<file path="src/rtl/rf_wb_pkg.sv">
// rf_wb_pkg: shared defaults and the round-robin pick helper for the write-back scheduler
package rf_wb_pkg;

    localparam int XLEN_DEF   = 32;
    localparam int REG_AW_DEF = 5;
    localparam int MAX_REQ    = 8;

    // One-hot grant: first valid requester at or after ptr, wrapping at n.
    function automatic logic [MAX_REQ-1:0] rr_pick(
        input logic [MAX_REQ-1:0] valid,
        input logic [2:0]         ptr,
        input int                 n
    );
        logic [MAX_REQ-1:0] g;
        logic               found;
        logic [2:0]         idx;
        g     = '0;
        found = 1'b0;
        for (int k = 0; k < MAX_REQ; k++) begin
            idx = 3'((int'(ptr) + k) % n);
            if (k < n && !found && valid[idx]) begin
                g[idx] = 1'b1;
                found  = 1'b1;
            end
        end
        return g;
    endfunction

endpackage

</file>
<file path="src/rtl/rf_wb_scheduler_arb.sv">
// rr_arbiter: combinational round-robin arbiter, req/ptr in, one-hot grant out
module rr_arbiter
    import rf_wb_pkg::*;
#(
    parameter int N = 3,
    localparam int PW = $clog2(N)
) (
    input  logic [N-1:0]  req,
    input  logic [PW-1:0] ptr,
    output logic [N-1:0]  grant
);

    logic [MAX_REQ-1:0] g;

    assign g     = rr_pick(MAX_REQ'(req), 3'(ptr), N);
    assign grant = g[N-1:0];

    generate
        if (N < MAX_REQ) begin : g_pad
            logic unused_hi;
            assign unused_hi = ^g[MAX_REQ-1:N];
        end
    endgenerate

endmodule

</file>
<file path="src/rtl/rf_wb_scheduler.sv">
// rf_wb_scheduler: round-robin write-back arbiter, registered RF write port and busy scoreboard
// Ports: clk/reset (sync, active-low); issue_* in, stall out (decode side);
// req_valid/req_rd/req_data in, req_ready out (requesters); wr_enab/wr_addr/wr_data out (RF);
// busy_vec out (pending writes). Optional macro RF_WB_FORWARD_EN: a retiring register does not stall.
module rf_wb_scheduler
    import rf_wb_pkg::*;
#(
    parameter int NUM_REQ = 3,
    parameter int XLEN    = XLEN_DEF,
    parameter int REG_AW  = REG_AW_DEF
) (
    input  logic                      clk,
    input  logic                      reset,
    input  logic                      issue_valid,
    input  logic [REG_AW-1:0]         issue_rd,
    input  logic [REG_AW-1:0]         issue_rs1,
    input  logic [REG_AW-1:0]         issue_rs2,
    output logic                      stall,
    input  logic [NUM_REQ-1:0]        req_valid,
    input  logic [NUM_REQ*REG_AW-1:0] req_rd,
    input  logic [NUM_REQ*XLEN-1:0]   req_data,
    output logic [NUM_REQ-1:0]        req_ready,
    output logic                      wr_enab,
    output logic [REG_AW-1:0]         wr_addr,
    output logic [XLEN-1:0]           wr_data,
    output logic [2**REG_AW-1:0]      busy_vec
);

    localparam int PW   = $clog2(NUM_REQ);
    localparam int NREG = 2**REG_AW;

    logic [PW-1:0]     rr_ptr;
    logic [PW-1:0]     gidx;
    logic [NUM_REQ-1:0] grant;
    logic              hs;
    logic [REG_AW-1:0] sel_rd;
    logic [XLEN-1:0]   sel_data;
    logic [NREG-1:0]   retire;
    logic [NREG-1:0]   live;
    logic [NREG-1:0]   busy_nxt;

    rr_arbiter #(.N(NUM_REQ)) u_arb (
        .req   (req_valid),
        .ptr   (rr_ptr),
        .grant (grant)
    );

    assign req_ready = reset ? grant : '0;
    assign hs        = |req_ready;

    always_comb begin
        gidx     = '0;
        sel_rd   = '0;
        sel_data = '0;
        for (int i = 0; i < NUM_REQ; i++) begin
            if (grant[i]) begin
                gidx     = PW'(i);
                sel_rd   = req_rd[i*REG_AW +: REG_AW];
                sel_data = req_data[i*XLEN +: XLEN];
            end
        end
    end

    always_ff @(posedge clk) begin
        if (!reset) begin
            rr_ptr  <= '0;
            wr_enab <= 1'b0;
            wr_addr <= '0;
            wr_data <= '0;
        end else begin
            wr_enab <= hs && sel_rd != '0;
            if (hs) begin
                rr_ptr  <= (gidx == PW'(NUM_REQ - 1)) ? '0 : gidx + 1'b1;
                wr_addr <= sel_rd;
                wr_data <= sel_data;
            end
        end
    end

`ifdef RF_WB_FORWARD_EN
    assign retire = wr_enab ? NREG'(1) << wr_addr : '0;
`else
    assign retire = '0;
`endif

    // x0 is masked so a hazard lookup on register 0 never stalls.
    assign live  = busy_vec & ~retire & ~NREG'(1);
    assign stall = reset & issue_valid & (live[issue_rs1] | live[issue_rs2] | live[issue_rd]);

    // Clear before set so a same-cycle re-issue of a retiring register stays busy.
    always_comb begin
        busy_nxt = busy_vec;
        if (wr_enab) busy_nxt[wr_addr] = 1'b0;
        if (issue_valid && !stall && issue_rd != '0) busy_nxt[issue_rd] = 1'b1;
        busy_nxt[0] = 1'b0;
    end

    always_ff @(posedge clk) begin
        if (!reset) busy_vec <= '0;
        else        busy_vec <= busy_nxt;
    end

endmodule

</file>
<file path="config.mk">
export PLATFORM = sky130hd
export DESIGN_NAME = rf_wb_scheduler
export DESIGN_NICKNAME = d
export VERILOG_FILES = /design/src/rtl/rf_wb_pkg.sv /design/src/rtl/rf_wb_scheduler_arb.sv /design/src/rtl/rf_wb_scheduler.sv
export SDC_FILE = /design/constraint.sdc
export NUM_CORES = 1
export LEC_CHECK = 0
export ABC_AREA = 1
export BUFFER_PORTS_ARGS = -buffer_cell sky130_fd_sc_hd__buf_2
export CORE_ASPECT_RATIO = 1.75
export CORE_UTILIZATION = 49
export DETAILED_ROUTE_END_ITERATION = 8
export PLACE_DENSITY_LB_ADDON = 0.12
export SYNTH_ARGS = -nofsm -noshare
export SYNTH_HDL_FRONTEND = slang
export SYNTH_SLANG_ARGS = --single-unit
</file>
<file path="constraint.sdc">
create_clock -name clk -period 3.5 [get_ports clk]
set_clock_uncertainty 0.2 [all_clocks]
set_input_delay 0.175 -clock clk [delete_from_list [all_inputs] [get_ports clk]]
set_output_delay 0.175 -clock clk [all_outputs]
set_load 0.05 [all_outputs]
</file>
==> summary.md <==
| Metric | Value |
|---|---|
| Inst Count DP | 1116 |
| Cell area after layout | 0.00707 mm² |
| Asr flop ratio synth | 0% |
| Placer Congestion | 0.955 |
| Slowest-stage cell, CP | dlygate4sd3_1 |
| RSZ-0062 raised after global routing | false |
| Critical path launch point type | flip-flop |
| Yosys cell types | 31 |
| Simple-Gate Fraction of Synth Area | 36.7% |
| Setup-failing EPs final | 0 |
| Hold Crit Start | req_rd[2] |
| Final WL | 18700 µm |
| Critical path arrival | 3.31 ns |
| Reg-to-Reg Start | rr_ptr[1] |
| Gr usage total | 33.8% |
| FP Rows | 48 |
| Critical path, cell by cell | inv_2 > ha_1 > inv_1 > nand2_1 > nand3_1 > nand3_1 > nor2_4 > nand2_1 > nand2_4 > nor2_2 > o21ai_4 > buf_12 > nand3_1 > a21oi_1 > dlygate4sd3_1 > nor2_1 |
| EDFF count, synth | 0 |
| Fmax | 305 MHz |
| Final worst path period share | 93.8% |
| Drt wl/cell | 15.4 µm |
| Syn Area/Cell | 5.96 µm² |
| Crit path buffers/inverters | 4 |
| Antenna violations before repair | 0 |
| Syn-to-layout area delta | 44.1% |
| Vias per cell | 5.45 |
| Mapped cell area | 0.00490 mm² |
| CP dominant cell by count | nand3_1 |
| Post-synthesis mux area share | 0% |
| Worst Tran Pin Value | 0.919 ns |
| Peak supply drop | 0.000592 V |
| Post-DP HPWL | 12600 µm |
| Maximum clock insertion buffer count | 2 |
| Syn Inst Count | 823 |
| Total CTS buffers | 9 |
| Clock sink count | 71 |
| First-pass GRT wire length | 27800 µm |
| Synth Area in Adders | 2.04% |
| Worst R2R Path Depth | 16 |
| Top Metal Used | met4 |
| Met2 Wirelength | 10200 µm |
| Post-route minimum period | 3.28 ns |
| Hold Crit Class | in -> reg |
| CP Capture Type | flip-flop |
| Vias in the first global route | 6169 |
| Starting Density | 50.1% |
| Layout cell share with drive strength beyond 1 | 24.4% |
| Via count | 6594 |
| Final Hold Violating Endpoints | 0 |
| Clk Latency, worst-skew pair | 0.34 ns |
| Initial drt markers | 563 |
| Number of max-cap violations | 0 |
| N_diodes | 0 |
| Power, Total | 5.50 mW |
| # nets final | 1219 |
| Routed Antenna Nets | 0 |
| Area contributors post-synth | dfxtp_1 29%, nand2_1 13%, nand3_1 12% |
| Core area | 0.00979 mm² |
| CP startpoint | rr_ptr[1] |
| Syn_nets | 963 |
| Most used DFF post-synth | dfxtp_1 |
| Compound-cell area share of the yosys netlist | 20.0% |
| WHS Path Cells | 5 |
| Final std cells w/o fill | 1209 |
| Die H | 134 µm |
| Worst slack at placement | 0.544 ns |
| Clock slew seen by the registers of the worst setup and hold paths | 0.06 ns |
| DRC Markers | 0 |
| Initial DRT Pass Iterations | 5 |
| Register area share after synthesis | 29.0% |
| Area leader, netlist | dfxtp_1 |
| R2R setup slack | 0.22 ns |
| Worst flop-to-flop path endpoint | wr_data[22] |
| Status | finished clean |
| Xor and xnor area share after synthesis | 0% |
| Yosys reg bits | 71 |
| Setup ws final | 0.216 ns |
| WS Path Type | reg -> reg |
| CP max FO | 12 |
| Total congestion overflow | 0 |
| Dpl cell area | 0.00591 mm² |
| Met3 WL | 1290 µm |
| Synth top area share | 29.0% |
| Setup TNS | 0 ns |
| Ports | 206 |
| Number of port buffers | 204 |
| Worst Hold Path EP | wr_addr[2] |
| Final core occ | 72.2% |
| Warnings, synthesis | 0 |
| CTS tree | yes |
| M1 WL | 6340 µm |
| Crit path required time | 3.53 ns |
| Largest family of logic cells by synthesized area | simple AND/OR/NAND/NOR gates |
| Largest net degree at the start of global routing | 58 |
| H-tree levels | 3 |
| Pwr Density | 778 mW/mm² |
| LEAKAGE | 3.55 nW |
| Cell class contributing the biggest share of worst-path delay | buffers and inverters |
| Slew HR | 38.7% |
| Die width | 77.6 µm |
| Die area | 0.0104 mm² |
| Clock root buffer | clkbuf_16 |
| Minimum hold slack | 0.00884 ns |
| Crit path largest cell delay | 0.61 ns |
| Final Max Slew Viols | 0 |
-- layer usage --
| metal | up-vias | GRT usage [%] |
|---|---|---|
| met5 | - | 0 |
| met4 | 0 | 23.0 |
| met3 | 72 | 6.19 |
| met2 | 339 | 64.2 |
| met1 | 2985 | 32.1 |
| li1 | 3198 | - |
-- what timing repair did --
| item | in CTS | in global routing |
|---|---|---|
| setup buffers | 0 | 6 |
| endpoints found under the setup margin | 0 | 31 |
| hold buffers | 66 | 0 |
| endpoints found under the hold margin | 35 | 0 |
| resized for setup | 0 | 10 |
-- cells in the mapped netlist, types with 3 or more instances --
library cell,n
a21oi_1,70
o21ai_1,22
nand2_1,172
buf_4,10
dfxtp_1,71
nand2_2,6
buf_2,15
nor3_1,8
buf_1,4
inv_2,4
buf_6,3
inv_1,91
o21ai_0,69
nor2_1,107
nor2_4,3
o211ai_1,10
ha_1,8
clkbuf_1,11
nand3_1,122
-- worst max path at each step --
stage,endpoint,slack [ns],cells past startpoint
4_1_cts,wr_data[16],0.02,15
3_5_place_dp,wr_addr[1],0.54,14
3_3_place_gp,wr_addr[1],0.63,14
5_1_grt,wr_data[22],0.03,16
2_1_floorplan,req_ready[1],0.97,12
6_report,wr_data[22],0.22,16
-- flip-flops by register name, summed over array words and instances, names as in the netlist --
name      cells
wr_addr       5
rr_ptr        2
wr_data      32
wr_enab       1
busy_vec     31
-- worst reg2reg max path, cell delays in order, from the launching register on --
cell           delay [ns]
dfxtp_2              0.36
inv_2                0.08
ha_1                 0.21
inv_1                0.14
nand2_1              0.07
nand3_1              0.08
nand3_1              0.16
nor2_4               0.18
nand2_1              0.10
nand2_4              0.11
nor2_2               0.09
o21ai_4              0.32
buf_12               0.19
nand3_1              0.07
a21oi_1              0.15
dlygate4sd3_1        0.61
nor2_1               0.05
-- area by class of cell --
| type | count | area (µm²) |
|---|---|---|
| Clock buffer | 9 | 225 |
| Clock inverter | 7 | 97.6 |
| Fill cell | 814 | 2720 |
| Inverter | 96 | 363 |
| Multi-Input combinational cell | 616 | 2940 |
| Sequential cell | 71 | 1420 |
| Tap cell | 125 | 156 |
| Timing Repair Buffer | 285 | 1870 |
-- power breakdown --
part / leakage (nW) / switching (mW) / internal [mW]
clock network: 0.152 / 0.363 / 0.624
logic: 2.82 / 2.16 / 1.29
registers: 0.582 / 0.102 / 0.970
-- placed cells by master, fill, tap and decap left out, types with 2 or more instances in the layout --
| cell | netlist | layout |
|---|---|---|
| buf_2 | 15 | 204 |
| buf_4 | 10 | 10 |
| nor2_4 | 3 | 5 |
| buf_12 | 0 | 3 |
| a21oi_1 | 70 | 70 |
| clkinv_4 | 0 | 2 |
| o21ai_1 | 22 | 22 |
| dlygate4sd3_1 | 0 | 66 |
| a22oi_1 | 2 | 2 |
| o21ai_0 | 69 | 69 |
| inv_1 | 91 | 88 |
| a21oi_2 | 2 | 2 |
| nor3_1 | 8 | 7 |
| ha_1 | 8 | 7 |
| dfxtp_1 | 71 | 69 |
| nand2_2 | 6 | 5 |
| clkbuf_16 | 0 | 11 |
| nor2_2 | 2 | 2 |
| o211ai_1 | 10 | 10 |
| nand3_1 | 122 | 122 |
| clkinvlp_4 | 0 | 2 |
| clkinv_1 | 1 | 2 |
| nand2_1 | 172 | 172 |
| bufinv_16 | 0 | 2 |
| nor2_1 | 107 | 107 |
| inv_2 | 4 | 5 |
| dfxtp_2 | 0 | 2 |
| o22ai_1 | 2 | 2 |
| o21ai_4 | 2 | 2 |
-- cells by family after synthesis --
| kind of cell | after synthesis |
|---|---|
| buffers and inverters | 139 |
| other | 1 |
| DFF | 71 |
| and+or+nand+nor | 422 |
| adders and majority gates | 8 |
| AOI/OAI and AO/OA | 182 |
Note: power is estimated with default switching activity, not from simulation.
